`config.mk`:
```
export PLATFORM = sky130hd
export DESIGN_NAME = imem_boot_loader
export DESIGN_NICKNAME = d
export VERILOG_FILES = /design/src/rtl/common_pkg.sv /design/src/rtl/imem_boot_loader.sv
export SDC_FILE = /design/constraint.sdc
export NUM_CORES = 1
export LEC_CHECK = 0
export ABC_AREA = 1
export BUFFER_PORTS_ARGS = -buffer_cell sky130_fd_sc_hd__buf_2
export CAP_MARGIN = 20
export CORE_UTILIZATION = 45
export CTS_BUF_LIST = sky130_fd_sc_hd__clkbuf_4 sky130_fd_sc_hd__clkbuf_8
export DETAILED_ROUTE_END_ITERATION = 10
export GPL_TIMING_DRIVEN = 1
export PLACE_DENSITY = 0.78
export SLEW_MARGIN = 20
export SYNTH_ARGS = -nofsm -noshare
export SYNTH_HDL_FRONTEND = slang
export SYNTH_SLANG_ARGS = --single-unit
export TNS_END_PERCENT = 100
```
`constraint.sdc`:
```
create_clock -name clk -period 2.2 [get_ports clk]
set_clock_uncertainty 0.1 [all_clocks]
set_input_delay 0.44 -clock clk [delete_from_list [all_inputs] [get_ports clk]]
set_output_delay 0.44 -clock clk [all_outputs]
set_load 0.01 [all_outputs]
```
`src/rtl/common_pkg.sv`:
```
// Shared types for the boot loader: FSM state encoding and length-header size.
package common_pkg;

    typedef enum logic [1:0] {
        ST_LEN,
        ST_DATA,
        ST_RUN,
        ST_ERROR
    } boot_state_t;

    localparam int BOOT_LEN_BYTES = 4;

endpackage

```
`src/rtl/imem_boot_loader.sv`:
```
// Boot loader: streams a length-prefixed program from the UART into instruction
// memory, then releases the fetch stage and hands it the memory address port.
import common_pkg::*;

module imem_boot_loader #(
    parameter int IMEM_BYTES     = 4096,
    parameter int TIMEOUT_CYCLES = 1000000
) (
    input  logic        clk,
    input  logic        rst,
    input  logic        rx_valid,
    input  logic [7:0]  rx_data,
    input  logic        reload,
    input  logic [31:0] fetch_pc,
    output logic [31:0] imem_byte_address,
    output logic        imem_write_enable,
    output logic [31:0] imem_write_data,
    output logic        core_rst,
    output logic        loading,
    output logic        load_error
);

    localparam int IDLE_W = $clog2(TIMEOUT_CYCLES + 1);
    localparam logic [IDLE_W-1:0] IDLE_MAX = IDLE_W'(TIMEOUT_CYCLES);
    localparam logic [31:0] MEM_LIMIT = 32'(IMEM_BYTES);
    localparam logic [1:0] LEN_LAST = 2'(BOOT_LEN_BYTES - 1);

    boot_state_t       state_q, state_d;
    logic [31:0]       len_q, len_d;
    logic [1:0]        len_cnt_q, len_cnt_d;
    logic [31:0]       k_q, k_d;
    logic [31:0]       buf_q, buf_d;
    logic [IDLE_W-1:0] idle_q, idle_d;
    logic              wr_en_q, wr_en_d;
    logic [31:0]       wr_data_q, wr_data_d;
    logic [31:0]       addr_q, addr_d;
    logic              core_rst_q, core_rst_d;

    logic [31:0]       byte_ext;
    logic [31:0]       len_next;
    logic [31:0]       word_next;
    logic [IDLE_W-1:0] idle_sat;

    assign byte_ext  = {24'd0, rx_data};
    assign len_next  = len_q | (byte_ext << {len_cnt_q, 3'b000});
    assign word_next = buf_q | (byte_ext << {k_q[1:0], 3'b000});
    assign idle_sat  = (idle_q == IDLE_MAX) ? IDLE_MAX
                                            : idle_q + IDLE_W'(1);

    always_comb begin
        state_d    = state_q;
        len_d      = len_q;
        len_cnt_d  = len_cnt_q;
        k_d        = k_q;
        buf_d      = buf_q;
        idle_d     = idle_q;
        wr_en_d    = 1'b0;
        wr_data_d  = wr_data_q;
        addr_d     = addr_q;
        core_rst_d = 1'b1;

        if (reload) begin
            state_d   = ST_LEN;
            len_d     = '0;
            len_cnt_d = '0;
            k_d       = '0;
            buf_d     = '0;
            idle_d    = '0;
            wr_data_d = '0;
            addr_d    = '0;
        end else begin
            unique case (state_q)
                ST_LEN: begin
                    if (rx_valid) begin
                        idle_d = '0;
                        len_d  = len_next;
                        if (len_cnt_q == LEN_LAST) begin
                            len_cnt_d = '0;
                            k_d       = '0;
                            if (len_next == 32'd0)
                                state_d = ST_RUN;
                            else if (len_next > MEM_LIMIT)
                                state_d = ST_ERROR;
                            else
                                state_d = ST_DATA;
                        end else begin
                            len_cnt_d = len_cnt_q + 2'd1;
                        end
                    end else if (len_cnt_q != 2'd0) begin
                        idle_d = idle_sat;
                        if (idle_sat == IDLE_MAX)
                            state_d = ST_ERROR;
                    end
                end
                ST_DATA: begin
                    // k == N only in the final strobe cycle
                    if (k_q == len_q) begin
                        state_d = ST_RUN;
                    end else if (rx_valid) begin
                        idle_d = '0;
                        k_d    = k_q + 32'd1;
                        if (k_q[1:0] == 2'd3 ||
                            k_q == len_q - 32'd1) begin
                            wr_en_d   = 1'b1;
                            wr_data_d = word_next;
                            addr_d    = {k_q[31:2], 2'b00};
                            buf_d     = '0;
                        end else begin
                            buf_d = word_next;
                        end
                    end else begin
                        idle_d = idle_sat;
                        if (idle_sat == IDLE_MAX)
                            state_d = ST_ERROR;
                    end
                end
                ST_RUN: begin
                    core_rst_d = 1'b0;
                end
                ST_ERROR: begin
                end
                default: begin
                    state_d = ST_ERROR;
                end
            endcase
        end
    end

    always_ff @(posedge clk or negedge rst) begin
        if (!rst) begin
            state_q    <= ST_LEN;
            len_q      <= '0;
            len_cnt_q  <= '0;
            k_q        <= '0;
            buf_q      <= '0;
            idle_q     <= '0;
            wr_en_q    <= 1'b0;
            wr_data_q  <= '0;
            addr_q     <= '0;
            core_rst_q <= 1'b1;
        end else begin
            state_q    <= state_d;
            len_q      <= len_d;
            len_cnt_q  <= len_cnt_d;
            k_q        <= k_d;
            buf_q      <= buf_d;
            idle_q     <= idle_d;
            wr_en_q    <= wr_en_d;
            wr_data_q  <= wr_data_d;
            addr_q     <= addr_d;
            core_rst_q <= core_rst_d;
        end
    end

    assign imem_byte_address = (state_q == ST_RUN) ? fetch_pc : addr_q;
    assign imem_write_enable = wr_en_q;
    assign imem_write_data   = wr_data_q;
    assign core_rst          = core_rst_q;
    assign loading           = (state_q == ST_LEN) || (state_q == ST_DATA);
    assign load_error        = (state_q == ST_ERROR);

endmodule

```
* Word-level counts from Yosys, hierarchy flattened
Index checks and enable logic that the tools add are counted.
Widths: inputs -> output; s select.
** Word-level totals
- Bits in registers :: 186
- Output and inout bits :: 68
- Bits of input ports :: 44
** Operators by class
- Reductions and logical operators :: 16
- Shift operators :: 2
- Add/subtract/negate cells :: 4
- Bitwise operators :: 2
- Multiplexer cells :: 53
- Equality and inequality tests :: 17
- $lt $le $gt $ge :: 1
** Operators by type and width (number)
- $mux 32 :: 24
- $mux 20 :: 6
- $eq 32x32->1 :: 2
- $or 32x32->32 :: 2
- $pmux 32 s2 :: 1
- $shl 8x5->32 :: 2
- $eq 20x20->1 const B :: 2
- $pmux 20 s2 :: 1
- $add 32x1->32 const B :: 1
- $gt 32x13->1 const B :: 1
- $logic_not 32->1 :: 1
- $sub 32x1->32 const B :: 1
- $mux 2 :: 13
- $add 20x1->20 const B :: 1
- $ne 3x3->1 const B :: 4
- $ne 4x4->1 const B :: 3
- $reduce_bool 2->1 :: 5
- $eq 2x2->1 const B :: 4
- $reduce_and 4->1 :: 2
- $mux 1 :: 7
- $reduce_and 3->1 :: 2
- $reduce_and 5->1 :: 1
- $pmux 2 s2 :: 1
- $reduce_bool 3->1 :: 1
- 6 further kinds :: 7

* Logic depth before layout (Yosys ltp)
- Depth after elaboration :: 9
- Mapped depth :: 18

* Least setup slack after synthesis
Ideal clock, no wire load.
- Kind :: register to register
- From :: register len_q[0]
- To :: register addr_q[10]
- Arrival :: 2.072 ns
- Setup time :: 0.118 ns
- Buffers on the path :: 1
- Slack :: -0.090 ns
- Required time :: 1.982 ns
- Cell stages (with the launch flop) :: 17
- Cell sequence :: dfrtp_1 inv_1 ha_1 nand3_2 nor2_2 nand2_1 nor2_1 o21ai_0 nor2_1 nand2_1 nor2_1 nand3_1 nand2_2 nand2_2 buf_2 nand3_1 nand2_1
** On the way
- Cells in the longest elaborated chain, start to end :: 5
- Elaborated cells between the ends (all ways) :: 7
- Classes of those cells :: add/sub: 1; eq/ne: 3; reduce/logical: 3
** RTL lines
- start: declaration :: RTL line imem_boot_loader.sv:29 : logic [31:0] len_q, len_d;
- start signal: assignment :: RTL line imem_boot_loader.sv:143 : len_q <= len_d;
- $sub 32x1->32 :: RTL line imem_boot_loader.sv:103 : k_q == len_q - 32'd1) begin
- $eq 32x32->1 :: RTL line imem_boot_loader.sv:103
- $logic_or 1x1->1 :: RTL line imem_boot_loader.sv:102 : if (k_q[1:0] == 2'd3 ||
- $reduce_bool 2->1 (no source line)
- $reduce_and 4->1 (no source line) (*)
- end signal: assignment :: RTL line imem_boot_loader.sv:150 : addr_q <= addr_d;
- end: declaration :: RTL line imem_boot_loader.sv:36 : logic [31:0] addr_q, addr_d;
Every way passes the cells marked *; elsewhere a longest branch is shown, timed or not.
A chain may end at the register's enable or synchronous reset.

* Worst setup path after layout
- From :: register len_q[3]
- To :: register wr_data_q[8], in the netlist imem_write_data[8]
** On the way
- Cells in the longest elaborated chain, start to end :: 5
- Elaborated cells between the ends (all ways) :: 7
- Classes of those cells :: add/sub: 1; eq/ne: 3; reduce/logical: 3
** RTL lines
- $sub 32x1->32 :: RTL line imem_boot_loader.sv:103
- $eq 32x32->1 :: RTL line imem_boot_loader.sv:103
- $logic_or 1x1->1 :: RTL line imem_boot_loader.sv:102
- $reduce_bool 2->1 (no source line)
- $reduce_and 4->1 (no source line) (*)
- end signal: assignment :: RTL line imem_boot_loader.sv:149 : wr_data_q <= wr_data_d;
- end: declaration :: RTL line imem_boot_loader.sv:35 : logic [31:0] wr_data_q, wr_data_d;
Marked as above.

==> metrics <==
Hold Path Class=input port to register; die area=26,700 sq um; CP Launch Point=len_q[3]; Post-Synth Simple-Gate Area=0.3784; Async SR Flop Fraction=1.000; Die Width=163.4 um; Hold Crit Depth=4; post-synthesis sequential area ratio=0.3928; clk slew on worst S/H paths=0.12 ns; Max Freq=383.6 MHz; Filler cells=2,141; Leak Pwr=8.079 nW; # DRC=0; ys flop type=dfrtp_1; PortBufs=111; power density cells=956.8 nW/um^2; normalized max-slew margin=0.5154; synthesized net count=1,782; dpl cells=2,289; Finished Layout Cells=2,377; WP data arrival=2.90 ns; clock root buffer=clkbuf_8; cell area after synthesis=11,720 sq um; utilization after layout=0.6394; hold endpoint=state_q[1]; Hold Fails Final Rpt=0; crit path kind=register to register; worst-path fanout max=30; Syn Inst Count=1,732; Clock Latency Late Sink=0.52 ns; Compound-Gate Fraction of Synth Area=0.07930; Reg-to-Reg Start=len_q[3]; H-Tree Level Count=4; adder-cell share of the synthesized area=0.006403; dpl ws=-0.4800 ns; R2R cell count=16; main combinational cell family by area after synthesis=simple AND/OR/NAND/NOR gates; number of synthesized register bits=184; Area growth syn-to-layout=38.53%; Starting Density=0.4616; chip height=163.4 um; initial drt markers=1,195; min cycle time layout=2.607 ns; antenna viol nets, final=0; layout cells sized above 1=0.2897; Critical Path RT=2.49 ns; vias in the first global route=12,310; core area=25,400 sq um; final setup violating endpoints=180; YS warnings=0; area of the multi-input gates=6670 sq um; CTS Buf Count=17; Final period util=1.185; Max-Cap Viols=0; Sequential Area=4619 sq um; via count=13,370; hpwl dp=29,110 um; total power=15.54 mW; GRT Total Usage=0.3247; worst r2r dst=imem_write_data[8]; IO Count=112; worst-case clock buffer depth=2; vias per cell=5.624; DRT Wirelength=43,190 um; setup TNS=-41.70 ns; pin count of the biggest net entering global routing=66; post-synthesis xor/xnor area fraction=0.04707; TritonCTS clock tree=yes; post-synthesis mux area share=0; Syn Area/Cell=6.769 sq um; Pins Over Slew Limit=0; Cell variety after synth=38; worst slew pin tran=0.7269 ns; GRT overflow=0; antenna cells=0; Avg WL per Cell=18.17 um; failing checks=setup timing; r2r setup slk=-0.41 ns; Worst Slack Setup Final=-0.4071 ns; Nets=2,084; TritonRoute pass-1 iters=6; Site Rows=58; Critical Path Source Type=register; CTS sink cnt=184; RSZ-0062 raised after global routing=true; global-route wire length before repair=66,940 um; hold_sp=reload; initial antenna violation count=0; EDFF count, synth=0; Worst setup EP type=register; maximum VDD drop=0.6606 mV; status=finished, violations left; Placer Congestion=0.9724
[cells in the mapped netlist, drive strengths merged (2+ instances only)]
cell type  count  area share
nand2        516        0.17
a21oi         35       0.015
a31oi          2      0.0011
nor3b          2      0.0013
nor2         157       0.053
and2           2      0.0011
nand4         27       0.014
nand3        246        0.11
o21ai         78       0.033
o21bai         2      0.0013
and3           2      0.0011
o22ai         50       0.027
nor4          12      0.0064
xor2          53       0.040
nand3b         7      0.0045
clkbuf        55       0.018
dfrtp        183        0.39
buf           42       0.020
ha             6      0.0064
inv          179       0.057
xnor2         10      0.0075
clkinv         3     0.00096
nor3          59       0.025
[state kept, by name, indices dropped and copies added, names as in the netlist]
register / cells
buf_q: 32
imem_write_data: 32
k_q: 32
len_q: 32
addr_q: 30
idle_q: 20
len_cnt_q: 2
state_q: 2
core_rst: 1
imem_write_enable: 1
[cell families (layout without fill, tap and decap cells)]
| logic type | after synthesis | in the layout |
|---|---|---|
| and+or+nand+nor | 1030 | 1030 |
| AOI/OAI and AO/OA | 170 | 170 |
| xor gates and xnor gates | 63 | 63 |
| DFF | 184 | 184 |
| buffers and inverters | 279 | 594 |
| adders and majority gates | 6 | 6 |
[cells in the final DEF, fill, tap and decap left out, types with 16 or more instances in the layout]
master,synthesis,layout
nand3_2,1,16
clkbuf_8,0,17
o21ai_1,8,26
nor3_1,59,50
nand2_2,5,40
nand3_1,245,227
o21ai_0,70,41
inv_1,173,164
dfrtp_1,183,172
buf_4,4,205
a21oi_1,35,35
o22ai_1,50,39
buf_2,24,108
nand2_1,511,469
nand4_1,27,27
nor2_2,6,33
xor2_1,53,50
buf_6,4,17
buf_12,0,21
nor2_1,149,113
[final cells by class]
| cell class | count | area share |
|---|---|---|
| multi-input cells | 1269 | 0.4107 |
| flip-flops and latches | 184 | 0.2844 |
| repair buffers | 379 | 0.2082 |
| inverters | 182 | 0.04299 |
| well taps | 330 | 0.02542 |
| clock buffers | 17 | 0.01441 |
| clock inverters | 15 | 0.01341 |
| repair inverters | 1 | 0.0003852 |
[where the power goes]
group	switching [mW]	internal (mW)	total [mW]
clock	1.63	0.932	2.56
combinational	5.03	4.03	9.07
sequential	0.295	3.62	3.91
total	6.96	8.58	15.5
[critical path, stage by stage, from the launching register on]
cell and delay (ns):
dfrtp_2 0.47, buf_4 0.17, xnor2_2 0.15, buf_4 0.15, nand2_1 0.05, nand2_1 0.05, nor2_1 0.19, nand3_2 0.11
nor2_2 0.12, nand2_1 0.09, nor2_2 0.12, nand3_2 0.12, nand2_4 0.13, nand2_4 0.12, buf_12 0.18, nand3_1 0.09
nand2_1 0.07
[per-layer routing]
metal | global-route usage | vias up | share of wire | wire [um]
met4 | 0.1143 | 0 | 0.035 | 1503
met2 | 0.5221 | 686 | 0.47 | 20490
li1 | - | 6240 | - | -
met3 | 0.03580 | 111 | 0.071 | 3083
met5 | 0 | - | 0 | 0
met1 | 0.4515 | 6331 | 0.42 | 18110
[repair_timing]
| action | CTS | global route |
|---|---|---|
| hold endpoints to repair | 51 | 0 |
| endpoints found under the setup margin | 180 | 181 |
| hold buffers | 1 | 0 |
| cloned | 17 | 7 |
| gates resized for setup | 142 | 115 |
| setup buffers | 26 | 9 |
| pin swaps | 39 | 44 |
[stage by stage]
stage	hold WS (ns)	instance area, sq um
detailed placement	0.3541	14050
CTS	0.2509	15680
finish	0.2832	16240
global placement	0.3395	14050
floorplan	0.04441	11750
global route	0.2877	16240
[how the worst max path moves through the flow]
stage | slack [ns] | cells after the start | to
2_1_floorplan | 0.007 | 18 | addr_q[10]
3_3_place_gp | -0.51 | 18 | imem_write_data[8]
3_5_place_dp | -0.48 | 18 | addr_q[27]
4_1_cts | -0.34 | 19 | addr_q[29]
5_1_grt | -0.51 | 17 | addr_q[2]
6_report | -0.41 | 16 | imem_write_data[8]
Note: power is estimated with default switching activity, not from simulation.
